<file path="config.mk">
export PLATFORM = sky130hd
export DESIGN_NAME = spi_ram_ctrl
export DESIGN_NICKNAME = d
export VERILOG_FILES = /design/src/rtl/spi_ram_ctrl.sv
export SDC_FILE = /design/constraint.sdc
export NUM_CORES = 2
export LEC_CHECK = 0
export BUFFER_PORTS_ARGS = -buffer_cell sky130_fd_sc_hd__buf_4
export CAP_MARGIN = 10
export CORE_ASPECT_RATIO = 1.75
export CORE_MARGIN = 5
export CORE_UTILIZATION = 40
export CTS_CLUSTER_DIAMETER = 80
export DETAILED_ROUTE_END_ITERATION = 16
export PLACE_DENSITY_LB_ADDON = 0.08
export SKIP_LAST_GASP = 1
export SLEW_MARGIN = 20
export SYNTH_ARGS = -nofsm -noshare
export SYNTH_HDL_FRONTEND = slang
export SYNTH_SLANG_ARGS = --single-unit
</file>
<file path="constraint.sdc">
create_clock -name clk -period 4.25 [get_ports clk]
set_input_delay 1.0625 -clock clk [delete_from_list [all_inputs] [get_ports clk]]
set_output_delay 1.0625 -clock clk [all_outputs]
set_load 0.01 [all_outputs]
</file>
<file path="src/rtl/spi_ram_ctrl.sv">
// spi_ram_ctrl: single-port RAM with a command decoder behind an SPI slave; read data 1 cycle after the read command; no backpressure.
// Optional stored-parity check enabled by the SPI_RAM_PARITY_EN macro.
module spi_ram_ctrl #(
  parameter int MEM_DEPTH = 256,
  parameter int ADDR_SIZE = 8
) (
  input  logic                 clk,
  input  logic                 rst,
  input  logic [ADDR_SIZE+1:0] din,
  input  logic                 rx_valid,
  output logic [ADDR_SIZE-1:0] dout,
  output logic                 tx_valid,
  output logic                 cmd_err,
  output logic                 par_err
);

  localparam int IDX_W = (MEM_DEPTH > 1) ? $clog2(MEM_DEPTH) : 1;
  localparam logic [ADDR_SIZE:0]   DEPTH_L = (ADDR_SIZE+1)'(MEM_DEPTH);
  localparam logic [ADDR_SIZE-1:0] LAST_A  = ADDR_SIZE'(MEM_DEPTH - 1);
`ifdef SPI_RAM_PARITY_EN
  localparam int MEM_W = ADDR_SIZE + 1;
`else
  localparam int MEM_W = ADDR_SIZE;
`endif

  typedef enum logic [1:0] {
    OP_WR_ADDR = 2'b00,
    OP_WR_DATA = 2'b01,
    OP_RD_ADDR = 2'b10,
    OP_RD_DATA = 2'b11
  } op_e;

  logic [MEM_W-1:0] mem_q [MEM_DEPTH];

  logic [ADDR_SIZE-1:0] wr_addr_q, wr_addr_d;
  logic [ADDR_SIZE-1:0] rd_addr_q, rd_addr_d;
  logic                 wr_armed_q, wr_armed_d;
  logic                 rd_armed_q, rd_armed_d;
  logic [ADDR_SIZE-1:0] dout_q, dout_d;
  logic                 tx_valid_q, tx_valid_d;
  logic                 cmd_err_q, cmd_err_d;
  logic                 par_err_q, par_err_d;
  logic                 mem_we;

  op_e                  op;
  logic [ADDR_SIZE-1:0] payload;
  logic                 in_range;
  logic [MEM_W-1:0]     wr_word;
  logic [MEM_W-1:0]     rd_word;

  assign op       = op_e'(din[ADDR_SIZE+1:ADDR_SIZE]);
  assign payload  = din[ADDR_SIZE-1:0];
  assign in_range = ({1'b0, payload} < DEPTH_L);
  assign rd_word  = mem_q[rd_addr_q[IDX_W-1:0]];
`ifdef SPI_RAM_PARITY_EN
  assign wr_word  = {^payload, payload};
`else
  assign wr_word  = payload;
`endif

  always_comb begin
    wr_addr_d  = wr_addr_q;
    rd_addr_d  = rd_addr_q;
    wr_armed_d = wr_armed_q;
    rd_armed_d = rd_armed_q;
    dout_d     = dout_q;
    tx_valid_d = 1'b0;
    cmd_err_d  = 1'b0;
    par_err_d  = 1'b0;
    mem_we     = 1'b0;
    if (rx_valid) begin
      case (op)
        OP_WR_ADDR: begin
          if (in_range) begin
            wr_addr_d  = payload;
            wr_armed_d = 1'b1;
          end else begin
            cmd_err_d  = 1'b1;
            wr_armed_d = 1'b0;
          end
        end
        OP_WR_DATA: begin
          if (wr_armed_q) begin
            mem_we    = 1'b1;
            wr_addr_d = (wr_addr_q == LAST_A) ? '0 : wr_addr_q + 1'b1;
          end else begin
            cmd_err_d = 1'b1;
          end
        end
        OP_RD_ADDR: begin
          if (in_range) begin
            rd_addr_d  = payload;
            rd_armed_d = 1'b1;
          end else begin
            cmd_err_d  = 1'b1;
            rd_armed_d = 1'b0;
          end
        end
        OP_RD_DATA: begin
          if (rd_armed_q) begin
            dout_d     = rd_word[ADDR_SIZE-1:0];
            tx_valid_d = 1'b1;
            rd_armed_d = 1'b0;
`ifdef SPI_RAM_PARITY_EN
            par_err_d  = rd_word[ADDR_SIZE] ^ (^rd_word[ADDR_SIZE-1:0]);
`endif
          end else begin
            cmd_err_d = 1'b1;
          end
        end
      endcase
    end
  end

  always_ff @(posedge clk) begin
    if (rst) begin
      wr_addr_q  <= '0;
      rd_addr_q  <= '0;
      wr_armed_q <= 1'b0;
      rd_armed_q <= 1'b0;
      dout_q     <= '0;
      tx_valid_q <= 1'b0;
      cmd_err_q  <= 1'b0;
      par_err_q  <= 1'b0;
    end else begin
      wr_addr_q  <= wr_addr_d;
      rd_addr_q  <= rd_addr_d;
      wr_armed_q <= wr_armed_d;
      rd_armed_q <= rd_armed_d;
      dout_q     <= dout_d;
      tx_valid_q <= tx_valid_d;
      cmd_err_q  <= cmd_err_d;
      par_err_q  <= par_err_d;
    end
  end

  // Storage is deliberately not reset; reset only suppresses a write in the same cycle.
  always_ff @(posedge clk) begin
    if (mem_we && !rst) begin
      mem_q[wr_addr_q[IDX_W-1:0]] <= wr_word;
    end
  end

  assign dout     = dout_q;
  assign tx_valid = tx_valid_q;
  assign cmd_err  = cmd_err_q;
  assign par_err  = par_err_q;

endmodule
</file>
==> metrics.txt <==
Synth area leaders edfxtp_1 76%, mux4_2 11%, mux2i_1 3.4%; final setup vio count 0; drt first pass iters 7; Clock Skew 0.03905 ns; first-pass GRT wire length 337.7 mm; CTS HTree Levels 4; TritonCTS clock tree built; Row Count 218; worst endpoint required time 5.02 ns; highest clock rate 0.2645 GHz; clk_lat worst skew 0.84 ns; die height 605.2 um; Initial Util 40.17%; post-synth top area share 75.95%; Overflow after GRT 0; count leader, synth edfxtp_1; gr usage total 22.59%; status finished, final reports clean; CTS Buf Count 196; Post-synth ARST share 0%; max_slew headroom 24.56%; Setup Buffers After CTS 0; clock buffer depth 4; antenna-violating nets left 0; Pleak 0.02868 uW; Post-Syn Area 0.08097 sq mm; Post-synth EDFFs 2048; critical path peak fanout 34; drt drc 0; DR vias/cell 5.576; Power Total 41150 uW; total of cells resized after clock tree synthesis 0; initial antenna violation count 7; Syn Nets 4017; Die ar. 0.2119 sq mm; period utilisation layout 88.94%; vias in the first global route 43000; hold_buf cts 0; I/O pins 24; unrepaired setup endpoints after global routing no; initial DRC count 3187; Peak VDD IR 0.3131 mV; final core utilization 46.33%; P&R area growth vs syn 15.34%; CTS sink count 2076; Detailed Place HPWL 160.0 mm; Final #Nets 4491; Via Count 40540; core area 0.2016 sq mm; # port buffers 22; drt total wl 240.3 mm; Min Clock Period, post-route 3.780 ns; Yosys warning total 0; post-synthesis sequential area ratio 76.65%; finished layout cell area 0.09339 sq mm; Gate Count Post-Synth 4000; Max-cap violations 0; final hold violations 0; Reg clk slew, reported paths 0.07 ns; #FFs+latches synth 2076; gpl congestion 0.8353; layout cells sized above 1 26.63%; Root Buffer clkbuf_16; Main synth FF type edfxtp_1; Power Dens Cells 440.6 mW/mm^2; slew of the pin with the lowest slew margin 1.132 ns; Worst Path Arrival 4.55 ns; most frequent cells after synthesis 2048 x edfxtp_1, 404 x mux4_2, 307 x nor2_1, 277 x mux2i_1, 99 x nand2_1; WL per Instance 33.06 um; largest net degree at the start of global routing 124; Setup crit end kind flip-flop; leading area contributor after synthesis edfxtp_1; synth unique cells 62; Hold/Removal Path Class reg2reg; setup tns final 0 ns; Avg Cell Area, Syn 20.24 sq um; Area after DPL 0.08724 sq mm; kind of critical path reg2reg; DIE WIDTH 350.1 um; Slew Viols, Final 0; CP Launch Type flip-flop
==> per-stage QoR <==
step                hold slack [ns]  cells  setup slack [ns]
floorplan                    0.4445   4000            0.8326
global placement             0.4504   6916           0.01241
detailed placement           0.4545   6916           0.06645
CTS                          0.4641   7266            0.3913
global route                 0.5048   7267            0.3327
finish                       0.4710   7269            0.4699
==> logic make-up after synthesis <==
logic type	synth area share [%]
flip-flops	76.65
multiplexers	14.89
AND/OR/NAND/NOR	3.138
AO/OA/AOI/OAI	3.284
buffers and inverters	1.972
adder cells (fa/ha/maj)	0.06181
other	0.004631
==> worst paths after layout <==
check,start,endpoint,slack [ns],cells past startpoint
worst min-delay path,rd_addr_q[7]$_SDFFE_PP0P_,rd_addr_q[7]$_SDFFE_PP0P_,0.47,2
worst max-delay path,rd_addr_q[1]$_SDFFE_PP0P_,dout[0]$_SDFFE_PP0P_,0.47,8
worst min register to register,rd_addr_q[7]$_SDFFE_PP0P_,rd_addr_q[7]$_SDFFE_PP0P_,0.47,2
worst max register to register,rd_addr_q[1]$_SDFFE_PP0P_,dout[0]$_SDFFE_PP0P_,0.47,8
==> cells in the final DEF (no fill, tap or decap), types with 5 or more instances in the layout <==
| master | n |
|---|---|
| buf_12 | 35 |
| nand2b_1 | 8 |
| buf_8 | 8 |
| nor2b_1 | 9 |
| and2_1 | 7 |
| nand4_1 | 17 |
| mux4_1 | 5 |
| buf_4 | 479 |
| and3_1 | 10 |
| mux2i_1 | 277 |
| a2111oi_0 | 8 |
| o221ai_1 | 50 |
| edfxtp_1 | 2048 |
| a22o_1 | 5 |
| nor2_1 | 306 |
| nor4_1 | 12 |
| a21oi_1 | 60 |
| clkbuf_1 | 36 |
| a31oi_1 | 10 |
| nand3_2 | 12 |
| clkinv_2 | 38 |
| or3_1 | 6 |
| nor3_1 | 42 |
| mux4_2 | 404 |
| o21ai_0 | 53 |
| a22oi_1 | 42 |
| dfxtp_1 | 24 |
| nand2_1 | 98 |
| bufinv_16 | 17 |
| clkbuf_16 | 201 |
| inv_1 | 5 |
| nand3_1 | 30 |
| o22ai_1 | 96 |
| clkinv_1 | 46 |
| a211oi_1 | 35 |
| mux2_2 | 5 |
| clkinvlp_4 | 8 |
==> report_power, final <==
group / internal (uW) / total [uW] / switching [uW]
Combinational: 438 / 1380 / 943
Clock: 9690 / 17300 / 7570
Sequential: 22500 / 22500 / 28.2
==> registers in the layout, summed over array words and instances, names as in the netlist <==
register    cells
rd_addr_q       8
mem_q        2048
rd_armed_q      1
cmd_err         1
wr_armed_q      1
dout            8
tx_valid        1
wr_addr_q       8
==> critical path, stage by stage (launching register included) <==
cell and delay, ns:
dfxtp_4 0.53, buf_12 0.32, buf_4 0.50, mux4_2 0.35
mux2i_1 0.17, a221oi_1 0.70, nand4_1 0.21, nor3_1 0.68
a221o_1 0.20
==> routing by layer <==
metal  GRT usage [%]  up-vias  share of wire (%)
met3           2.446      333                3.7
met5               0        -             0.0033
met4           8.702        2                4.4
met2           43.20      952                 56
li1                -    17470                  -
met1           25.74    21780                 36
==> cell type report <==
| cell class | count | area (sq um) |
|---|---|---|
| antenna | 3 | 7.507 |
| inverter | 6 | 27.53 |
| tap | 2640 | 3303 |
| clock buffer | 239 | 5192 |
| timing repair buffer | 522 | 4417 |
| fill | 17030 | 108200 |
| sequential | 2076 | 62070 |
| multi-input combinational | 1672 | 17420 |
| clock inverter | 111 | 950.9 |
Note: power is estimated with default switching activity, not from simulation.
